### src/rtl/mem_port_arbiter_if.sv
// ---------------------------------------------------------------------------
// mem_port_arbiter_if : fetch, data-access and RAM-side signals of the shared memory port
// Rev 1.0
// ---------------------------------------------------------------------------
`default_nettype none

interface mem_port_arbiter_if #(
  parameter int ADDR_W = 64,
  parameter int DATA_W = 64
);
  localparam int MASK_W = DATA_W / 8;

  // instruction-fetch requester
  logic              i_req_valid;
  logic              i_req_ready;
  logic [ADDR_W-1:0] i_req_pc;
  logic              i_rsp_valid;
  logic              i_rsp_ready;
  logic [31:0]       i_rsp_instr;
  logic [1:0]        i_rsp_exc;

  // data-access requester
  logic              d_req_valid;
  logic              d_req_ready;
  logic [ADDR_W-1:0] d_req_addr;
  logic [DATA_W-1:0] d_req_data;
  logic [1:0]        d_req_memo;
  logic [MASK_W-1:0] d_req_mask;
  logic              d_rsp_valid;
  logic              d_rsp_ready;
  logic [DATA_W-1:0] d_rsp_data;
  logic [1:0]        d_rsp_exc;

  // RAM port
  logic [ADDR_W-1:0] mem_addr;
  logic [DATA_W-1:0] mem_wdata;
  logic [MASK_W-1:0] mem_mask;
  logic              mem_wr;
  logic [DATA_W-1:0] mem_rdata;
  logic [1:0]        mem_exc;

  // arbiter view
  modport slave (
    input  i_req_valid, i_req_pc, i_rsp_ready,
    input  d_req_valid, d_req_addr, d_req_data, d_req_memo, d_req_mask, d_rsp_ready,
    input  mem_rdata, mem_exc,
    output i_req_ready, i_rsp_valid, i_rsp_instr, i_rsp_exc,
    output d_req_ready, d_rsp_valid, d_rsp_data, d_rsp_exc,
    output mem_addr, mem_wdata, mem_mask, mem_wr
  );

  // requesters + RAM view
  modport master (
    output i_req_valid, i_req_pc, i_rsp_ready,
    output d_req_valid, d_req_addr, d_req_data, d_req_memo, d_req_mask, d_rsp_ready,
    output mem_rdata, mem_exc,
    input  i_req_ready, i_rsp_valid, i_rsp_instr, i_rsp_exc,
    input  d_req_ready, d_rsp_valid, d_rsp_data, d_rsp_exc,
    input  mem_addr, mem_wdata, mem_mask, mem_wr
  );
endinterface

`default_nettype wire

### src/rtl/mem_port_arbiter.sv
// ---------------------------------------------------------------------------
// mem_port_arbiter : round-robin share of one RAM port between fetch and data, 1-deep response slots
// Rev 1.0
// ---------------------------------------------------------------------------
`default_nettype none

module mem_port_arbiter #(
  parameter int ADDR_W = 64,
  parameter int DATA_W = 64
) (
  input  logic              clk,
  input  logic              reset,
  mem_port_arbiter_if.slave bus_if
);

  localparam int MASK_W = DATA_W / 8;

  localparam logic [0:0] S_EMPTY = 1'b0;
  localparam logic [0:0] S_FULL  = 1'b1;

  localparam logic [0:0] LG_I = 1'b0;
  localparam logic [0:0] LG_D = 1'b1;

  localparam logic [1:0] EXC_OK = 2'b00;

  // response slot state and contents
  logic [0:0]        i_state_q, i_state_d;
  logic [0:0]        d_state_q, d_state_d;
  logic [0:0]        last_grant_q, last_grant_d;
  logic [31:0]       i_instr_q, i_instr_d;
  logic [1:0]        i_exc_q, i_exc_d;
  logic [DATA_W-1:0] d_data_q, d_data_d;
  logic [1:0]        d_exc_q, d_exc_d;

  logic              i_elig;
  logic              d_elig;
  logic              grant_i;
  logic              grant_d;
  logic              d_is_store;
  logic [ADDR_W-1:0] mem_addr_c;
  logic [DATA_W-1:0] mem_wdata_c;
  logic [MASK_W-1:0] mem_mask_c;
  logic              mem_wr_c;
  logic              memo_unused;

  assign d_is_store  = bus_if.d_req_memo[0];
  assign memo_unused = bus_if.d_req_memo[1];

  // A slot that is being drained this cycle can accept a new grant at once.
  assign i_elig = bus_if.i_req_valid &&
                  !((i_state_q == S_FULL) && !bus_if.i_rsp_ready);
  assign d_elig = bus_if.d_req_valid &&
                  !((d_state_q == S_FULL) && !bus_if.d_rsp_ready);

  // Grants are suppressed while reset is held so no write can land mid-reset.
  always_comb begin
    grant_i = 1'b0;
    grant_d = 1'b0;
    if (reset) begin
      if (i_elig && d_elig) begin
        if (last_grant_q == LG_I) begin
          grant_d = 1'b1;
        end else begin
          grant_i = 1'b1;
        end
      end else begin
        grant_i = i_elig;
        grant_d = d_elig;
      end
    end
  end

  always_comb begin
    mem_addr_c  = '0;
    mem_wdata_c = '0;
    mem_mask_c  = '0;
    mem_wr_c    = 1'b0;
    if (grant_i) begin
      mem_addr_c = bus_if.i_req_pc;
    end else if (grant_d) begin
      mem_addr_c  = bus_if.d_req_addr;
      mem_wdata_c = bus_if.d_req_data;
      mem_mask_c  = bus_if.d_req_mask;
      mem_wr_c    = d_is_store && (bus_if.mem_exc == EXC_OK);
    end
  end

  always_comb begin
    last_grant_d = last_grant_q;
    if (grant_d) begin
      last_grant_d = LG_D;
    end else if (grant_i) begin
      last_grant_d = LG_I;
    end
  end

  always_comb begin
    i_state_d = i_state_q;
    i_instr_d = i_instr_q;
    i_exc_d   = i_exc_q;
    case (i_state_q)
      S_EMPTY: begin
        if (grant_i) begin
          i_state_d = S_FULL;
        end
      end
      S_FULL: begin
        if (bus_if.i_rsp_ready && !grant_i) begin
          i_state_d = S_EMPTY;
        end
      end
      default: i_state_d = S_EMPTY;
    endcase
    if (grant_i) begin
      i_instr_d = bus_if.mem_rdata[31:0];
      i_exc_d   = bus_if.mem_exc;
    end
  end

  always_comb begin
    d_state_d = d_state_q;
    d_data_d  = d_data_q;
    d_exc_d   = d_exc_q;
    case (d_state_q)
      S_EMPTY: begin
        if (grant_d) begin
          d_state_d = S_FULL;
        end
      end
      S_FULL: begin
        if (bus_if.d_rsp_ready && !grant_d) begin
          d_state_d = S_EMPTY;
        end
      end
      default: d_state_d = S_EMPTY;
    endcase
    if (grant_d) begin
      d_data_d = d_is_store ? '0 : bus_if.mem_rdata;
      d_exc_d  = bus_if.mem_exc;
    end
  end

  always_ff @(posedge clk or negedge reset) begin
    if (!reset) begin
      i_state_q    <= S_EMPTY;
      d_state_q    <= S_EMPTY;
      last_grant_q <= LG_I;
      i_instr_q    <= '0;
      i_exc_q      <= '0;
      d_data_q     <= '0;
      d_exc_q      <= '0;
    end else begin
      i_state_q    <= i_state_d;
      d_state_q    <= d_state_d;
      last_grant_q <= last_grant_d;
      i_instr_q    <= i_instr_d;
      i_exc_q      <= i_exc_d;
      d_data_q     <= d_data_d;
      d_exc_q      <= d_exc_d;
    end
  end

  assign bus_if.i_req_ready = grant_i;
  assign bus_if.d_req_ready = grant_d;
  assign bus_if.i_rsp_valid = (i_state_q == S_FULL);
  assign bus_if.i_rsp_instr = i_instr_q;
  assign bus_if.i_rsp_exc   = i_exc_q;
  assign bus_if.d_rsp_valid = (d_state_q == S_FULL);
  assign bus_if.d_rsp_data  = d_data_q;
  assign bus_if.d_rsp_exc   = d_exc_q;
  assign bus_if.mem_addr    = mem_addr_c;
  assign bus_if.mem_wdata   = mem_wdata_c;
  assign bus_if.mem_mask    = mem_mask_c;
  assign bus_if.mem_wr      = mem_wr_c;

endmodule

`default_nettype wire

### src/flat_wrapper.sv
// flat-port wrapper written by rule: the top's interface ports become plain ports
module mem_port_arbiter_flat 
#(
  parameter int ADDR_W = 64,
  parameter int DATA_W = 64
)
  (clk, reset, bus_if_i_req_valid, bus_if_i_req_pc, bus_if_i_rsp_ready, bus_if_d_req_valid, bus_if_d_req_addr, bus_if_d_req_data, bus_if_d_req_memo, bus_if_d_req_mask, bus_if_d_rsp_ready, bus_if_mem_rdata, bus_if_mem_exc, bus_if_i_req_ready, bus_if_i_rsp_valid, bus_if_i_rsp_instr, bus_if_i_rsp_exc, bus_if_d_req_ready, bus_if_d_rsp_valid, bus_if_d_rsp_data, bus_if_d_rsp_exc, bus_if_mem_addr, bus_if_mem_wdata, bus_if_mem_mask, bus_if_mem_wr);
  mem_port_arbiter_if #(.ADDR_W(ADDR_W), .DATA_W(DATA_W)) bus_if_i ();
  input  logic clk;
  input  logic reset;
  input wire logic [$bits(bus_if_i.i_req_valid)-1:0] bus_if_i_req_valid;
  input wire logic [$bits(bus_if_i.i_req_pc)-1:0] bus_if_i_req_pc;
  input wire logic [$bits(bus_if_i.i_rsp_ready)-1:0] bus_if_i_rsp_ready;
  input wire logic [$bits(bus_if_i.d_req_valid)-1:0] bus_if_d_req_valid;
  input wire logic [$bits(bus_if_i.d_req_addr)-1:0] bus_if_d_req_addr;
  input wire logic [$bits(bus_if_i.d_req_data)-1:0] bus_if_d_req_data;
  input wire logic [$bits(bus_if_i.d_req_memo)-1:0] bus_if_d_req_memo;
  input wire logic [$bits(bus_if_i.d_req_mask)-1:0] bus_if_d_req_mask;
  input wire logic [$bits(bus_if_i.d_rsp_ready)-1:0] bus_if_d_rsp_ready;
  input wire logic [$bits(bus_if_i.mem_rdata)-1:0] bus_if_mem_rdata;
  input wire logic [$bits(bus_if_i.mem_exc)-1:0] bus_if_mem_exc;
  output wire logic [$bits(bus_if_i.i_req_ready)-1:0] bus_if_i_req_ready;
  output wire logic [$bits(bus_if_i.i_rsp_valid)-1:0] bus_if_i_rsp_valid;
  output wire logic [$bits(bus_if_i.i_rsp_instr)-1:0] bus_if_i_rsp_instr;
  output wire logic [$bits(bus_if_i.i_rsp_exc)-1:0] bus_if_i_rsp_exc;
  output wire logic [$bits(bus_if_i.d_req_ready)-1:0] bus_if_d_req_ready;
  output wire logic [$bits(bus_if_i.d_rsp_valid)-1:0] bus_if_d_rsp_valid;
  output wire logic [$bits(bus_if_i.d_rsp_data)-1:0] bus_if_d_rsp_data;
  output wire logic [$bits(bus_if_i.d_rsp_exc)-1:0] bus_if_d_rsp_exc;
  output wire logic [$bits(bus_if_i.mem_addr)-1:0] bus_if_mem_addr;
  output wire logic [$bits(bus_if_i.mem_wdata)-1:0] bus_if_mem_wdata;
  output wire logic [$bits(bus_if_i.mem_mask)-1:0] bus_if_mem_mask;
  output wire logic [$bits(bus_if_i.mem_wr)-1:0] bus_if_mem_wr;
  assign bus_if_i.i_req_valid = bus_if_i_req_valid;
  assign bus_if_i.i_req_pc = bus_if_i_req_pc;
  assign bus_if_i.i_rsp_ready = bus_if_i_rsp_ready;
  assign bus_if_i.d_req_valid = bus_if_d_req_valid;
  assign bus_if_i.d_req_addr = bus_if_d_req_addr;
  assign bus_if_i.d_req_data = bus_if_d_req_data;
  assign bus_if_i.d_req_memo = bus_if_d_req_memo;
  assign bus_if_i.d_req_mask = bus_if_d_req_mask;
  assign bus_if_i.d_rsp_ready = bus_if_d_rsp_ready;
  assign bus_if_i.mem_rdata = bus_if_mem_rdata;
  assign bus_if_i.mem_exc = bus_if_mem_exc;
  assign bus_if_i_req_ready = bus_if_i.i_req_ready;
  assign bus_if_i_rsp_valid = bus_if_i.i_rsp_valid;
  assign bus_if_i_rsp_instr = bus_if_i.i_rsp_instr;
  assign bus_if_i_rsp_exc = bus_if_i.i_rsp_exc;
  assign bus_if_d_req_ready = bus_if_i.d_req_ready;
  assign bus_if_d_rsp_valid = bus_if_i.d_rsp_valid;
  assign bus_if_d_rsp_data = bus_if_i.d_rsp_data;
  assign bus_if_d_rsp_exc = bus_if_i.d_rsp_exc;
  assign bus_if_mem_addr = bus_if_i.mem_addr;
  assign bus_if_mem_wdata = bus_if_i.mem_wdata;
  assign bus_if_mem_mask = bus_if_i.mem_mask;
  assign bus_if_mem_wr = bus_if_i.mem_wr;
  mem_port_arbiter #(.ADDR_W(ADDR_W), .DATA_W(DATA_W)) u_core (.clk(clk), .reset(reset), .bus_if(bus_if_i));
endmodule
### config.mk
export PLATFORM = sky130hd
export DESIGN_NAME = mem_port_arbiter_flat
export DESIGN_NICKNAME = d
export VERILOG_FILES = /design/src/rtl/mem_port_arbiter_if.sv /design/src/rtl/mem_port_arbiter.sv /design/src/flat_wrapper.sv
export SDC_FILE = /design/constraint.sdc
export NUM_CORES = 1
export LEC_CHECK = 0
export BUFFER_PORTS_ARGS = -buffer_cell sky130_fd_sc_hd__buf_2
export CELL_PAD_IN_SITES_DETAIL_PLACEMENT = 1
export CELL_PAD_IN_SITES_GLOBAL_PLACEMENT = 1
export CORE_AREA = 4 4 199 201
export CTS_CLUSTER_SIZE = 40
export DETAILED_ROUTE_END_ITERATION = 8
export DIE_AREA = 0 0 203 205
export PLACE_DENSITY = 0.51
export SETUP_SLACK_MARGIN = 0.1
export SKIP_CTS_REPAIR_TIMING = 1
export SYNTH_ARGS = -nofsm -noshare
export SYNTH_HDL_FRONTEND = slang
export SYNTH_SLANG_ARGS = --single-unit
### constraint.sdc
create_clock -name clk -period 3 [get_ports clk]
set_input_delay 0.6 -clock clk [delete_from_list [all_inputs] [get_ports clk]]
set_output_delay 0.6 -clock clk [all_outputs]
set_load 0.03 [all_outputs]
======== After elaboration in Yosys (flattened, before gate mapping) ========
Cells that the tools add are included.
word-level totals
  bits in registers ....................... 103
  latch bits .............................. 0
  memory bits (writable) .................. 0
  bits in read-only memories .............. 0
  input bits .............................. 274
  output and inout port bits .............. 241
  logic and storage cells ................. 48
  memories kept ........................... 0
cells by class
  add/sub/neg operators ................... 0
  multipliers ............................. 0
  div/mod/pow operators ................... 0
  $lt $le $gt $ge ......................... 0
  equality and inequality tests ........... 0
  shift operators ......................... 0
  muxes and demuxes ....................... 23
  bitwise gates (word level) .............. 2
  reductions and logical operators ........ 16
operators with widths
  cell               number
  $mux 64            5
  $mux 8             2
  $mux 1             14
  $logic_and 1x1->1  8
  $logic_not 1->1    6
  $pmux 1 s2         2
  $logic_not 2->1    1
  $not 1->1          2
  $reduce_bool 2->1  1

======== Logic depth before layout (Yosys ltp) ========
Gate-level depths: netlist of the first run.
  depth after elaboration ................. 11
  depth in mapped cells ................... 5
  depth with buffers taken out ............ 3

======== Worst setup path before layout of the first run ========
No wires, ideal clock.
  path kind ............................... input -> output
  start ................................... input bus_if_i_rsp_ready
  end ..................................... output bus_if_mem_addr[10]
  arrival time ............................ 1,892 ps
  data required time ...................... 2,400 ps
  setup slack ............................. 508 ps
  stages on the path ...................... 5
  path buffers ............................ 2
  cell sequence ........................... nand2b_1 a211o_1 buf_2 buf_1 o22ai_1
on the way
  cells in the longest elaborated chain, start to end .. 9
  elaborated cells between the ends (all ways) .. 11
  those cells by class .................... mux (6); reduce/logical (5)
ends and longest elaborated chain
  what                   line                    text
  start, declared        flat_wrapper.sv:13      input wire logic [$bits(bus_if_i.i_rsp_ready)-1:0] bus_if_i_rsp_ready;
  $logic_not 1->1 (*)    mem_port_arbiter.sv:51  !((i_state_q == S_FULL) && !bus_if.i_rsp_ready);
  $logic_and 1x1->1 (*)  mem_port_arbiter.sv:51
  $logic_not 1->1 (*)    mem_port_arbiter.sv:51
  $logic_and 1x1->1 (*)  mem_port_arbiter.sv:50  assign i_elig = bus_if.i_req_valid &&
  $logic_and 1x1->1      mem_port_arbiter.sv:60  if (i_elig && d_elig) begin
  $mux 1                 mem_port_arbiter.sv:60
  $mux 1                 mem_port_arbiter.sv:59  if (reset) begin
  $mux 64                mem_port_arbiter.sv:80  end else if (grant_d) begin
  $mux 64 (*)            mem_port_arbiter.sv:78  if (grant_i) begin
  end, declared          flat_wrapper.sv:30      output wire logic [$bits(bus_if_i.mem_addr)-1:0] bus_if_mem_addr;
Every way passes the cells marked *; elsewhere a longest branch is shown, timed or not.

======== Worst setup path in the final report of the first run ========
  start ................................... register u_core.last_grant_q
  end ..................................... output bus_if_mem_addr[50]
on the way
  cells in the longest elaborated chain, start to end .. 5
  elaborated cells between the ends (all ways) .. 8
  those cells by class .................... mux (8)
ends and longest elaborated chain
  what                    line                     text
  start, declared         mem_port_arbiter.sv:29   logic [0:0] last_grant_q, last_grant_d;
  start signal, assigned  mem_port_arbiter.sv:155  last_grant_q <= last_grant_d;
  $mux 1                  mem_port_arbiter.sv:61   if (last_grant_q == LG_I) begin
  $mux 1                  mem_port_arbiter.sv:60
  $mux 1                  mem_port_arbiter.sv:59
  $mux 64                 mem_port_arbiter.sv:80
  $mux 64 (*)             mem_port_arbiter.sv:78
Marked as above.

==> flow_metrics.tcl, run 1 <==
set metrics [dict create \
    synth_seq_cells 103 \
    final_layout_size_suffix_gt1_share_pct 57.8 \
    dr_total_vias 6349 \
    postRouteAntennaNets 0 \
    status "finished clean" \
    finalClockSkew_ns 0.0126 \
    areaGrowthSynthToFinish_pct 59.8 \
    synthTopCellsByArea "dfrtp_1 44%, mux2_2 16%, nand2_1 8.4%" \
    antenna_found_initial 10 \
    final.period_utilization_pct 91.0 \
    p_int_mw 3.22 \
    setup_viol 0 \
    grt_max_degree 82 \
    p_seq_share_pct 33.5 \
    maxSlewViolCount 0 \
    grt_pass1_vias 6574 \
    h-tree-depth 3 \
    ys_async_sr_fraction_pct 100 \
    wire_per_inst_um 19.5 \
    period_needed_ns 2.73 \
    die_area_um2 41600 \
    fin_tns_setup_ns 0 \
    cts_tree "done" \
    drt_wl_total_um 31300 \
    yosysWarningCount 0 \
    pwr-share-clk_pct 21.3 \
    drt_pass1_iterations 6 \
    r2r_slack_ns 0.76 \
    mostFrequentLayoutCell "buf_2" \
    worst_pin_slew_ns 0.633 \
    startpoint_type "flop" \
    synthCells 602 \
    drt-vias-per-instance 3.95 \
    power.density_nw_per_um2 607 \
    grt_pass1_wl_um 44000 \
    drcViolationCount 0 \
    root_buffer "clkbuf_16" \
    ios 515 \
    cts_buffers 9 \
    die_w_um 203 \
    syn_area_per_cell_um2 9.66 \
    p_sw_share_pct 42.9 \
    endpoint_kind "output pin" \
    synth-edff-count 0 \
    switchingPower_mw 2.42 \
    clock_sinks 103 \
    synth_area_um2 5810 \
    layout.nets 1365 \
    synth_top_cell_area_share_pct 44.3 \
    grt.total_usage_pct 14.0 \
    drt_iter0_drc 298 \
    power_leakage_nw 4.99 \
    slew_headroom_pct 57.8 \
    mostFrequentLayoutCells "512 x buf_2, 130 x nand2_1, 103 x dfrtp_1" \
    holdWs_ns 0.255 \
    rsz0062_at_grt "false" \
    ir_worst_vdd_mv 0.385 \
    clk_pin_slew_worst_paths_ns 0.07 \
    ys_seq_area_share_pct 44.3 \
    yosys.area.top_type "dfrtp_1" \
    pwr-share-comb_pct 45.2 \
    syn-num-nets 876 \
    finalHoldViolations 0 \
    rows 71 \
    synthFlopType "dfrtp_1" \
    start_util_pct 15.5 \
    dpl.hpwl_um 25400 \
    overflow 0 \
    arrival_ns 2.13 \
    die_y_um 205 \
    core_um2 37600 \
    place.gp.congestion 0.779 \
    yosys.cell_types.count 24 \
    cp_max_fo 64 \
    drv_cap 0 \
    required_ns 2.40 \
    io_buffers 513 \
    clk-insertion-delay-late_ns 0.35 \
    hold_path_class "in -> async" \
    crit_type "reg -> out" \
    fmaxAchievable_ghz 0.366 \
    cts_buffer_depth 2 \
]
==> registers in the layout (all words and copies together), names as in the netlist <==
register / flops
u_core.bus_if.i_rsp_instr: 32
u_core.bus_if.d_rsp_valid: 1
u_core.bus_if.d_rsp_exc: 2
u_core.last_grant_q: 1
u_core.bus_if.i_rsp_exc: 2
u_core.bus_if.i_rsp_valid: 1
u_core.bus_if.d_rsp_data: 64
==> metrics by stage <==
step                cells  total power [mW]  worst slack, ns  utilization, %  instance area [um2]
floorplan             602              3.51            0.508               -                 5810
global placement     1591              4.49            0.330            24.0                 9000
detailed placement   1591              4.52            0.316            24.0                 9000
CTS                  1607              5.78            0.243            24.7                 9290
global route         1607              5.97            0.204            24.7                 9290
finish               1609              5.64            0.270            24.7                 9290
==> cell usage after synthesis (all sizes together) (2+ instances only) <==
| library cell | number |
|---|---|
| nand2 | 130 |
| a211oi | 2 |
| clkbuf | 35 |
| dfrtp | 103 |
| o22ai | 64 |
| and2 | 73 |
| buf | 17 |
| nor2b | 67 |
| or2 | 2 |
| nand2b | 2 |
| mux2 | 100 |
==> layer usage <==
metal	vias up	global-route usage, %	share of wire, %
li1	2994	-	-
met1	3031	15.6	38
met2	268	24.6	50
met3	42	5.30	8.7
met4	14	4.66	3.0
met5	-	0	0.31
==> critical path: stages (launching register included) <==
cell	delay, ns
dfrtp_1	0.45
and2_1	0.22
a211o_2	0.36
buf_12	0.19
o22ai_1	0.23
buf_2	0.25
==> cell type report <==
type | count | area, um2
fillers | 4595 | 28300
multi-input cells | 446 | 3010
repair buffers | 530 | 2770
flip-flops and latches | 103 | 2580
well taps | 511 | 639
clock buffers | 10 | 229
clock inverters | 6 | 58.8
diodes | 2 | 5.00
inverters | 1 | 3.75
==> power by group through the flow <==
stage / logic [mW] / clock network, mW / registers [mW]
global route: 2.71 / 1.32 / 1.94
finish: 2.55 / 1.20 / 1.89
global placement: 2.59 / 0 / 1.90
detailed placement: 2.60 / 0 / 1.92
floorplan: 0.919 / 0 / 2.59
CTS: 2.61 / 1.27 / 1.90
==> cells by family (layout without fill, tap and decap cells) <==
logic type             Yosys count  count (layout)  share of synthesized area [%]
other                            0               2                              0
AO/OA/AOI/OAI                   70              70                           8.09
buffers and inverters           53             547                           4.15
AND/OR/NAND/NOR                276             276                           24.1
multiplexers                   100             100                           19.4
flip-flops                     103             103                           44.3
==> path summary, 6_finish.rpt <==
path,to,from,depth (start not counted)
hold / removal,u_core.bus_if.d_rsp_valid,reset,2
setup / recovery,bus_if_mem_addr[50],u_core.last_grant_q,5
max in group asynchronous,u_core.bus_if.d_rsp_data[35],reset,3
min in group clk,u_core.bus_if.d_rsp_data[22],u_core.bus_if.d_rsp_data[22],1
hold reg to reg,u_core.bus_if.d_rsp_data[22],u_core.bus_if.d_rsp_data[22],1
setup reg to reg,u_core.bus_if.d_rsp_data[9],u_core.last_grant_q,5
(Power assumes the default switching activity.)
==> inputs of run 2 (changes only) <==
REMOVE_ABC_BUFFERS = 1   (was not set)
==> run 2 against run 1 <==
Core utilization up 0.11 points. Cell count grew 0.50%. Hold slack worse by 0.19 ns. Setup slack got worse by 0.076 ns. Sequential share of layout area fell by 0.13 points. Largest power group unchanged. Highest routed layer is now met4.
==> flow_metrics.tcl, run 2 (synthesized netlist as in run 1, its figures left out) <==
set metrics [dict create \
    cts_buffer_depth 2 \
    io_buffers 513 \
    cp_max_fo 79 \
    pwr-share-comb_pct 45.5 \
    drt-vias-per-instance 3.88 \
    ios 515 \
    grt_pass1_vias 6400 \
    core_um2 37600 \
    cts_buffers 9 \
    grt.total_usage_pct 12.5 \
    worst_pin_slew_ns 0.636 \
    maxSlewViolCount 0 \
    fin_cells 1617 \
    h-tree-depth 3 \
    cp_cell_sequence "and2_1, a211oi_4, buf_12, and3_1, buf_2" \
    reg2reg_depth 5 \
    cts_tree "done" \
    layout.nets 1372 \
    mostFrequentLayoutCells "512 x buf_2, 130 x nand2_1, 103 x dfrtp_1" \
    fmaxAchievable_ghz 0.356 \
    fill_cells 4581 \
    areaGrowthSynthToFinish_pct 60.6 \
    drcViolationCount 0 \
    drt_wl_total_um 28500 \
    r2r_slack_ns 0.76 \
    arrival_ns 2.21 \
    p_seq_share_pct 33.8 \
    ir_worst_vdd_mv 0.317 \
    place_ws_ns -0.0357 \
    mostFrequentLayoutCell "buf_2" \
    crit_family "buffers and inverters" \
    setup_viol 0 \
    start_util_pct 15.5 \
    die_area_um2 41600 \
    clk_pin_slew_worst_paths_ns 0.08 \
    hold_path_class "in -> async" \
    antenna_found_initial 4 \
    dpl.hpwl_um 22700 \
    required_ns 2.40 \
    slowest_stage "dfrtp_1" \
    grt_pass1_wl_um 40000 \
    die_y_um 205 \
    final.period_utilization_pct 93.5 \
    drt_iter0_drc 255 \
    power_leakage_nw 5.01 \
    cp.buffers_inverters 2 \
    reg2reg_to "u_core.bus_if.d_rsp_data[48]" \
    busiest_layer "met2" \
    cp.depth 5 \
    dr_total_vias 6275 \
    final_area_um2 9340 \
    clock_sinks 103 \
    met2_usage_pct 22.7 \
    postRouteAntennaNets 0 \
    fin_tns_setup_ns 0 \
    overflow 0 \
    clk-insertion-delay-late_ns 0.36 \
    drt_pass1_iterations 5 \
    die_w_um 203 \
    critPathLaunch "u_core.last_grant_q" \
    wire_per_inst_um 17.6 \
    final_layout_size_suffix_gt1_share_pct 58.3 \
    met1_usage_pct 15.1 \
    pwr-share-clk_pct 20.7 \
    slew_headroom_pct 57.6 \
    crit_path_end "bus_if_mem_wr" \
    finalHoldViolations 0 \
    place.gp.congestion 0.830 \
    drv_cap 0 \
    largest_register_ffs 64 \
    slowest_delay_ns 0.45 \
    startpoint_type "flop" \
    finalClockSkew_ns 0.00927 \
    use_met3_pct 2.74 \
    switchingPower_mw 2.42 \
    p_int_mw 3.17 \
    timing.final.ws_setup_ns 0.194 \
    period_needed_ns 2.81 \
    power.density_nw_per_um2 599 \
    status "finished clean" \
    crit_type "reg -> out" \
    post_dp_cell_area_um2 9030 \
    p_sw_share_pct 43.3 \
    rsz0062_at_grt "true" \
    rows 71 \
    grt_max_degree 95 \
    reg2reg_from "u_core.last_grant_q" \
    root_buffer "clkbuf_16" \
    dp.cells 1597 \
    endpoint_kind "output pin" \
]
-- run 2: power by group through the flow --
| stage | Clock, mW | Sequential (mW) | Combinational, mW |
|---|---|---|---|
| floorplan | 0 | 2.59 | 0.875 |
| global placement | 0 | 1.90 | 2.56 |
| detailed placement | 0 | 1.92 | 2.58 |
| CTS | 1.23 | 1.90 | 2.58 |
| global route | 1.29 | 1.94 | 2.71 |
| finish | 1.16 | 1.89 | 2.54 |
-- run 2: layout make-up --
type / count / area (um2) / area share (%)
Inverter: 1 / 3.75 / 0.0402
Clock buffer: 10 / 239 / 2.56
Sequential cell: 103 / 2580 / 27.6
Tap cell: 511 / 639 / 6.85
Clock inverter: 6 / 36.3 / 0.389
Antenna cell: 3 / 7.51 / 0.0804
Multi-Input combinational cell: 447 / 3030 / 32.5
Timing Repair Buffer: 536 / 2800 / 30.0
-- run 2: per-stage QoR --
stage	hold WS (ns)	utilization [%]	total power, mW
2_1_floorplan	0.304	-	3.46
3_3_place_gp	0.443	24.0	4.47
3_5_place_dp	0.445	24.0	4.50
4_1_cts	0.0366	24.8	5.72
5_1_grt	0.0382	24.8	5.94
6_report	0.0622	24.8	5.59
-- run 2: metal layers --
| metal | up-vias | share of wire, % |
|---|---|---|
| met1 | 3050 | 40 |
| met2 | 192 | 54 |
| met5 | - | 0 |
| met4 | 0 | 1.2 |
| met3 | 20 | 5.1 |
| li1 | 3013 | - |
-- run 2: worst min path at each step --
stage / slack [ns] / startpoint / to / cells past startpoint
2_1_floorplan: 0.30 / reset / u_core.bus_if.d_rsp_data[0] / 0
5_1_grt: 0.04 / reset / u_core.bus_if.i_rsp_instr[3] / 1
4_1_cts: 0.04 / reset / u_core.bus_if.i_rsp_instr[3] / 1
3_3_place_gp: 0.44 / reset / u_core.bus_if.i_rsp_instr[3] / 1
6_report: 0.06 / reset / u_core.bus_if.d_rsp_data[3] / 1
3_5_place_dp: 0.45 / reset / u_core.bus_if.i_rsp_instr[3] / 1
==> inputs of run 3 (changes only) <==
CORE_AREA = 2 2 203 205   (was 4 4 199 201)
DIE_AREA = 0 0 205 207   (was 0 0 203 205)
PLACE_DENSITY = 0.49   (was 0.51)
==> run 3 against run 2 <==
Via count shrank 2.2%. Combinational power is essentially flat. Wire length fell by 3.5%. Fmax fell by 0.21%. Critical path depth down 1. Cell count increased by 0.68%. Largest power group unchanged. Die area grew 2.0%. Clock skew increased by 0.0023 ns. Sequential share of layout area shrank 0.13 points. Critical path type unchanged.
==> flow_metrics.tcl, run 3 (synthesized netlist as in run 1, its figures left out) <==
set metrics [dict create \
    status "finished clean" \
    crit_type "reg -> out" \
    critPathLaunch "u_core.last_grant_q" \
    antenna_found_initial 3 \
    clk-insertion-delay-late_ns 0.36 \
    r2r_slack_ns 0.77 \
    cp_max_fo 21 \
    arrival_ns 2.21 \
    root_buffer "clkbuf_16" \
    die_w_um 205 \
    cts_tree "done" \
    clock_sinks 103 \
    drt_iter0_drc 244 \
    drt-vias-per-instance 3.77 \
    areaGrowthSynthToFinish_pct 61.3 \
    finalHoldViolations 0 \
    start_util_pct 14.4 \
    postRouteAntennaNets 0 \
    h-tree-depth 3 \
    dr_total_vias 6137 \
    endpoint_kind "output pin" \
    grt.total_usage_pct 12.4 \
    dp.cells 1613 \
    fin_cells 1628 \
    fill_cells 4895 \
    hold_path_class "in -> async" \
    antenna_cells 0 \
    drt_pass1_iterations 5 \
    holdWs_ns 0.115 \
    finalClockSkew_ns 0.0115 \
    io_buffers 513 \
    overflow 0 \
    final_area_um2 9380 \
    place.gp.congestion 0.843 \
    power.density_nw_per_um2 618 \
    crit_family "compound AO/OA/AOI/OAI gates" \
    grt_pass1_vias 6139 \
    clk_pin_slew_worst_paths_ns 0.07 \
    reg2reg_from "u_core.last_grant_q" \
    rows 74 \
    grt_max_degree 76 \
    slew_headroom_pct 55.6 \
    slowest_delay_ns 0.48 \
    wire_per_inst_um 16.9 \
    setup_viol 0 \
    period_needed_ns 2.81 \
    final.period_utilization_pct 93.7 \
    mostFrequentLayoutCells "512 x buf_2, 130 x nand2_1, 103 x dfrtp_1" \
    dpl.hpwl_um 21800 \
    drt_wl_total_um 27500 \
    multiInputGateArea_um2 3020 \
    slowest_stage "a211o_4" \
    power_leakage_nw 5.00 \
    rsz0062_at_grt "true" \
    fmaxAchievable_ghz 0.356 \
    cts_buffer_depth 2 \
    post_dp_cell_area_um2 9030 \
    mostFrequentLayoutCell "buf_2" \
    worst_pin_slew_ns 0.666 \
    startpoint_type "flop" \
    grt_pass1_wl_um 39800 \
    cp.buffers_inverters 1 \
    maxSlewViolCount 0 \
    ios 515 \
    cts_buffers 9 \
    required_ns 2.40 \
    die_area_um2 42400 \
    largest_register_ffs 64 \
    final_layout_size_suffix_gt1_share_pct 57.9 \
    layout.nets 1366 \
    drv_cap 0 \
    drcViolationCount 0 \
    ff_latch_area_um2 2580 \
    cp_cell_sequence "and2_1, a211o_4, o22ai_1, buf_2" \
    core_um2 40400 \
    ir_worst_vdd_mv 0.260 \
    die_y_um 207 \
]
## run 3: cell types whose count changed in the layout (fill, tap and decap cells not counted), moves of 3 or more
cell / previous run / this run
bufinv_16: 0 / 3
diode_2: 3 / 0
clkinv_2: 4 / 0
buf_4: 19 / 13
## run 3: path summary, 6_finish.rpt
| check | end | cells after the start |
|---|---|---|
| worst max register to register | u_core.bus_if.d_rsp_data[33] | 5 |
| worst min-delay path | u_core.last_grant_q | 1 |
| worst min register to register | u_core.bus_if.d_rsp_data[29] | 1 |
| max in group asynchronous | u_core.bus_if.d_rsp_data[37] | 3 |
| min in group clk | u_core.bus_if.i_rsp_instr[8] | 2 |
| worst max-delay path | bus_if_mem_addr[17] | 4 |
## run 3: worst reg2reg max path, cell delays in order, from the launching register on
cell      delay [ns]
dfrtp_1         0.45
and2_1          0.24
a211oi_4        0.36
buf_12          0.28
buf_4           0.39
mux2_2          0.38
## run 3: cell type report
| cell class | count | area share (%) |
|---|---|---|
| tap | 532 | 7.10 |
| multi-input combinational | 446 | 32.2 |
| sequential | 103 | 27.5 |
| inverter | 1 | 0.0400 |
| clock buffer | 10 | 2.44 |
| timing repair buffer | 531 | 29.6 |
| clock inverter | 5 | 1.13 |
## run 3: per-stage QoR
step                total power, mW  worst slack (ns)  utilization, %  TNS (ns)
CTS                            5.94           -0.0197            23.2    -0.136
global placement               4.46             0.113            22.4         0
floorplan                      3.46             -3.59               -   -518.89
finish                         5.80             0.188            23.2         0
detailed placement             4.49            0.0549            22.4         0
global route                   6.14            0.0902            23.2         0
## run 3: per-layer routing
layer	global-route usage, %	vias to the layer above	part of all wire [%]
met3	2.50	22	5.8
met1	16.0	2953	43
met4	2.60	2	1.1
li1	-	2989	-
met5	0	-	0.047
met2	21.3	171	50
## run 3: power by group
part	leakage, nW	internal, mW	total (mW)	switching, mW
logic	3.56	0.859	2.53	1.67
clock network	0.159	0.817	1.39	0.572
registers	1.29	1.72	1.89	0.163
